--- config.mk ---
export PLATFORM = sky130hd
export DESIGN_NAME = dmem_burst_adapter
export DESIGN_NICKNAME = d
export VERILOG_FILES = /design/src/rtl/dmem_burst_adapter_pkg.sv /design/src/rtl/dmem_burst_adapter_line_merge.sv /design/src/rtl/dmem_burst_adapter.sv
export SDC_FILE = /design/constraint.sdc
export NUM_CORES = 1
export LEC_CHECK = 0
export ABC_AREA = 1
export BUFFER_PORTS_ARGS = -buffer_cell sky130_fd_sc_hd__clkbuf_2
export CORE_ASPECT_RATIO = 1.1
export CORE_MARGIN = 2
export CORE_UTILIZATION = 35
export CTS_CLUSTER_SIZE = 28
export DETAILED_ROUTE_END_ITERATION = 12
export GPL_TIMING_DRIVEN = 0
export SYNTH_ARGS = -nofsm -noshare
export SYNTH_HDL_FRONTEND = slang
export SYNTH_HIERARCHICAL = 1
export SYNTH_SLANG_ARGS = --single-unit
export TNS_END_PERCENT = 20
--- constraint.sdc ---
create_clock -name clk -period 10.85 [get_ports clk]
set_input_delay 1.6275 -clock clk [delete_from_list [all_inputs] [get_ports clk]]
set_output_delay 1.6275 -clock clk [all_outputs]
set_load 0.02 [all_outputs]
--- src/rtl/dmem_burst_adapter_pkg.sv ---
// dmem_burst_adapter_pkg: shared types and constants for the word-to-burst memory adapter
package burst_adapter_types;
    typedef enum logic [1:0] {IDLE, RD_BURST, WR_BURST, RESP} badapt_state_t;
    localparam int BEAT_W = 64;
    localparam int DEF_LINE_BEATS = 4;
    typedef logic [DEF_LINE_BEATS*BEAT_W-1:0] line_t;
endpackage

--- src/rtl/dmem_burst_adapter_line_merge.sv ---
// line_merge: selects one 32-bit word of a line and builds the byte-masked merged line
//   line   : in  full line (LINE_BEATS*64 bits)
//   idx    : in  word index within the line
//   wmask  : in  byte enables of the write
//   wdata  : in  write data
//   merged : out line with the selected word's enabled bytes replaced by wdata
//   word   : out selected word of the unmodified line
module line_merge
    import burst_adapter_types::*;
#(
    parameter int LINE_BEATS = DEF_LINE_BEATS
) (
    input  logic [LINE_BEATS*BEAT_W-1:0]     line,
    input  logic [$clog2(2*LINE_BEATS)-1:0]  idx,
    input  logic [3:0]                       wmask,
    input  logic [31:0]                      wdata,
    output logic [LINE_BEATS*BEAT_W-1:0]     merged,
    output logic [31:0]                      word
);
    assign word = line[idx*32 +: 32];
    always_comb begin
        merged = line;
        for (int b = 0; b < 4; b++)
            if (wmask[b]) merged[idx*32 + 8*b +: 8] = wdata[8*b +: 8];
    end
endmodule

--- src/rtl/dmem_burst_adapter.sv ---
// dmem_burst_adapter: answers 32-bit CPU word requests with 64-bit line bursts (read-modify-write for stores)
//   clk, rst (async, active-high)
//   mem_address/mem_read/mem_write/mem_wmask/mem_wdata : CPU request, held until mem_resp
//   mem_rdata/mem_resp                                : CPU response, mem_resp is a one-cycle pulse
//   bmem_address/bmem_read/bmem_write/bmem_wdata      : burst request, strobes held for the whole burst
//   bmem_rdata/bmem_resp                              : burst beat data / beat handshake
// Optional DMEM_LINE_BUF_EN keeps the last line as a write-through buffer so repeat accesses skip the read burst.
module dmem_burst_adapter
    import burst_adapter_types::*;
#(
    parameter int LINE_BEATS = DEF_LINE_BEATS
) (
    input  logic        clk,
    input  logic        rst,
    input  logic [31:0] mem_address,
    input  logic        mem_read,
    input  logic        mem_write,
    input  logic [3:0]  mem_wmask,
    input  logic [31:0] mem_wdata,
    output logic [31:0] mem_rdata,
    output logic        mem_resp,
    output logic [31:0] bmem_address,
    output logic        bmem_read,
    output logic        bmem_write,
    input  logic [63:0] bmem_rdata,
    output logic [63:0] bmem_wdata,
    input  logic        bmem_resp
);
    localparam int OFS = $clog2(8*LINE_BEATS);
    localparam int CW  = $clog2(LINE_BEATS);
    localparam int LW  = LINE_BEATS*BEAT_W;

    badapt_state_t state, state_next;
    logic [31:0]   addr, wdata, wdata_sel, word;
    logic [3:0]    wmask, wmask_sel;
    logic          is_write, hit, last, unused;
    logic [CW-1:0] cnt;
    logic [LW-1:0] line, line_in, merged;
    logic [OFS-3:0] idx;

    assign last = cnt == CW'(LINE_BEATS-1);
    // In IDLE the merge/select work on the live request so buffer hits answer without latching first.
    assign idx       = state == IDLE ? mem_address[OFS-1:2] : addr[OFS-1:2];
    assign wmask_sel = state == IDLE ? mem_wmask : wmask;
    assign wdata_sel = state == IDLE ? mem_wdata : wdata;

    // Line including the beat arriving this cycle, so the last beat merges without an extra cycle.
    always_comb begin
        line_in = line;
        if (state == RD_BURST && bmem_resp) line_in[cnt*BEAT_W +: BEAT_W] = bmem_rdata;
    end

    line_merge #(.LINE_BEATS(LINE_BEATS)) u_merge (
        .line   (line_in),
        .idx    (idx),
        .wmask  (wmask_sel),
        .wdata  (wdata_sel),
        .merged (merged),
        .word   (word)
    );

`ifdef DMEM_LINE_BUF_EN
    logic              valid;
    logic [31-OFS:0]   tag;
    assign hit = valid && tag == mem_address[31:OFS];
    always_ff @(posedge clk or posedge rst) begin
        if (rst) begin
            valid <= 1'b0;
            tag   <= '0;
        end else begin
            if (state == IDLE && (mem_read || mem_write) && !hit) begin
                valid <= 1'b0;
                tag   <= mem_address[31:OFS];
            end
            if (state == RD_BURST && bmem_resp && last) valid <= 1'b1;
        end
    end
`else
    assign hit = 1'b0;
`endif

    always_ff @(posedge clk or posedge rst) begin
        if (rst) state <= IDLE;
        else     state <= state_next;
    end

    always_comb begin
        state_next = state;
        case (state)
            IDLE:     if (mem_write)     state_next = hit ? WR_BURST : RD_BURST;
                      else if (mem_read) state_next = hit ? RESP : RD_BURST;
            RD_BURST: if (bmem_resp && last) state_next = is_write ? WR_BURST : RESP;
            WR_BURST: if (bmem_resp && last) state_next = RESP;
            default:  state_next = IDLE;
        endcase
    end

    always_ff @(posedge clk or posedge rst) begin
        if (rst) begin
            addr      <= '0;
            wmask     <= '0;
            wdata     <= '0;
            is_write  <= 1'b0;
            cnt       <= '0;
            line      <= '0;
            mem_rdata <= '0;
        end else begin
            if (state == IDLE && (mem_read || mem_write)) begin
                addr     <= mem_address;
                wmask    <= mem_wmask;
                wdata    <= mem_wdata;
                is_write <= mem_write;
                cnt      <= '0;
            end
            if ((state == RD_BURST || state == WR_BURST) && bmem_resp) cnt <= cnt + 1'b1;
            if (state == RD_BURST && bmem_resp) line <= (last && is_write) ? merged : line_in;
            if (state == IDLE && mem_write && hit) line <= merged;
            if (state_next == RESP) mem_rdata <= word;
        end
    end

    assign mem_resp     = state == RESP;
    assign bmem_read    = state == RD_BURST;
    assign bmem_write   = state == WR_BURST;
    assign bmem_address = {addr[31:OFS], {OFS{1'b0}}};
    assign bmem_wdata   = bmem_write ? line[cnt*BEAT_W +: BEAT_W] : '0;
    assign unused       = ^{mem_address[1:0], addr[1:0]};
endmodule

==> reports/qor.txt <==
CP Cell Sequence: buf_4, clkinv_1, clkbuf_1, buf_2, ha_1, nor3_4, buf_2, nand3_1, nand2_1, inv_1, a21oi_1, o21ai_0, nand2_1, nand2_1, nand2_1, nand3_1, nand2_1
CP Data Required Time: 11.39 ns
die height: 316 um
crit share post-route: 0.581
status: finished with violations
CP Capture Type: register
Setup CP Type: reg2reg
Synth top area share: 0.290
maxcap violations: 1
clock share of power: 0.121
Top Ports: 268
synth cell count leaders: nand2_1 (1995), nor2_1 (1059), inv_1 (388)
TritonCTS clock tree: built
sequential share of power: 0.157
RSZ-0062 raised after global routing: false
hold-fix buffers at CTS: 0
hold path depth: 2
die width: 288 um
setup violators final: 0
first-pass GRT wire length: 272000 um
crit start category: register
Worst-path clk slew: 0.06 ns
clock sinks: 359
Final Util: 0.409
Vias/cell: 5.58
Psw: 9000 uW
H-tree depth: 2
Die ar.: 91000 um2
critical path arrival: 6.85 ns
Starting Density: 0.353
Clock Skews: 0.0526 ns
violations in the final reports: max-capacitance violations, max-slew violations
initial antenna violation count: 28
Site Rows: 114
max-slew violations: 6
total global-route track usage: 0.425
PostCTS Resize Cnt: 0
CP peak stage delay: 1.12 ns
Hold WC Path Type: reg2reg
Post-synth EDFFs: 0
post-synthesis async set-or-reset flop share: 1.00
Peak Freq: 159 MHz
flops & latches, synth: 359
share of layout cells above drive strength 1: 0.114
Reg2Reg Depth: 17
cells after synthesis: 5483
max_slew headroom: -0.0356
1st-pass router iterations: 7
Primary FF master, synth: dfrtp_1
CP Max Fanout: 12
Netlist cell types: 34
Area Overhead vs Synth: 15.8%
GP Congestion: 1.16
worst-margin pin slew: 1.55 ns
setup TNS: 0 ns
Core Region: 87900 um2
crit-path most repeated cell: nand2_1
Internal: 5370 uW
grt total ovfl: 0
post-synthesis sequential area ratio: 0.290
Setup Buffers After CTS: 0
CTS Root Cell: clkbuf_16
Final WS setup: 4.54 ns
clock latency on the worst-skew pair: 0.66 ns
clock buffer depth: 3
CTS Buf Count: 47
vias: 39251
most common cell in the netlist: nand2_1
synthesized area: 31000 um2
post-route minimum period: 6.31 ns
dpl ws: 5.06 ns
Post-Route WL: 197000 um
sw frac: 0.626
Worst VDD drop: 208 uV
Slowest-stage cell, CP: nor3_4
Routed WL per cell: 28.0 um
Final Hold Fails: 0
Yosys warning total: 6
DP Wirelength: 161000 um
Final ANT Viol Nets: 0
number of global-route vias before repair: 35706
Net count, final: 5980
Synth area leaders: dfrtp_1 (29%), nand2_1 (24%), nor2_1 (13%)
Remaining DRCs: 0
leakage: 0.0202 uW
First DRT Iteration DRCs: 5136
pin count of the biggest net entering global routing: 41
Comb power frac: 0.722
Post-Syn Area per Cell: 5.65 um2
Synth area leader: dfrtp_1
IO buf count: 259
Pwr Density: 400 nW/um2
total power: 14400 uW
-- kinds of logic after synthesis --
group	Yosys count	synth area share
adders and majority gates	16	0.00646
muxes	28	0.0102
buffers and inverters	812	0.115
and+or+nand+nor	3460	0.445
other	1	0.000121
DFF	359	0.290
AOI/OAI and AO/OA	807	0.134
-- sequential cells by signal, summed over array words and instances (netlist names) --
name,flops
is_write,1
state,2
wdata,32
wmask,4
line,256
cnt,2
mem_rdata,32
addr,30
-- final timing paths --
kind                                                 from                   endpoint  slack [ns]
worst min register to register  mem_rdata[21]$_DFFE_PP0N_  mem_rdata[21]$_DFFE_PP0N_        0.47
max in group asynchronous                             rst       line[17]$_DFFE_PP0N_        8.31
worst max-delay path                   cnt[0]$_DFFE_PP0P_  mem_rdata[17]$_DFFE_PP0N_        4.54
worst min-delay path            mem_rdata[21]$_DFFE_PP0N_  mem_rdata[21]$_DFFE_PP0N_        0.47
min in group asynchronous                             rst      line[172]$_DFFE_PP0N_        1.05
worst max register to register         cnt[0]$_DFFE_PP0P_  mem_rdata[17]$_DFFE_PP0N_        4.54
-- routing by layer --
metal,global-route usage,vias to the layer above,wire length [um]
met1,0.540,18571,77300
met4,0.294,22,16000
met2,0.638,2318,83700
li1,-,17826,-
met3,0.0974,514,20100
met5,0,-,135
-- layout by cell type, fill, tap and decap left out, drive strengths merged, types with 16 or more instances in the layout --
cell / netlist / routed
nand2: 2003 / 2003
inv: 395 / 395
nand3: 318 / 318
a21oi: 275 / 275
ha: 16 / 16
nand4: 62 / 62
dfrtp: 359 / 359
o21ai: 491 / 491
mux2: 28 / 28
clkbuf: 163 / 486
buf: 252 / 284
o211ai: 37 / 37
nor2: 1074 / 1074
-- stage by stage --
| stage | cell area [um2] | hold slack [ns] | cells |
|---|---|---|---|
| final | 35900 | 0.470 | 7036 |
| after global routing | 35900 | 0.487 | 7025 |
| after detailed placement | 34200 | 0.460 | 6938 |
| after global placement | 33800 | 0.454 | 6906 |
| after CTS | 35900 | 0.474 | 7023 |
| after floorplan | 31000 | 0.454 | 5487 |
-- critical path: cells and delay by family (launching register included) --
kind	cells	cell delay, ns
buffers and inverters	6	2.78
AND/OR/NAND/NOR	8	2.12
adder cells (fa/ha/maj)	1	0.44
AO/OA/AOI/OAI	2	0.44
flip-flops	1	0.38
-- cell type report --
type / instances / area [um2]
plain buffers: 415 / 2070
flip-flops and latches: 359 / 8980
well taps: 1160 / 1450
inverters: 397 / 1500
clock inverters: 21 / 337
clock buffers: 64 / 1330
multi-input cells: 4316 / 18500
repair buffers: 291 / 1700
fillers: 10143 / 52000
diodes: 13 / 32.5
-- power groups by stage --
stage / clock network [uW] / logic (uW) / registers [uW]
2_1_floorplan: 0 / 5520 / 2210
3_3_place_gp: 0 / 9750 / 2260
3_5_place_dp: 0 / 9890 / 2260
4_1_cts: 1750 / 9920 / 2240
5_1_grt: 1800 / 10800 / 2320
6_report: 1730 / 10400 / 2260
Note: power is estimated with default switching activity, not from simulation.
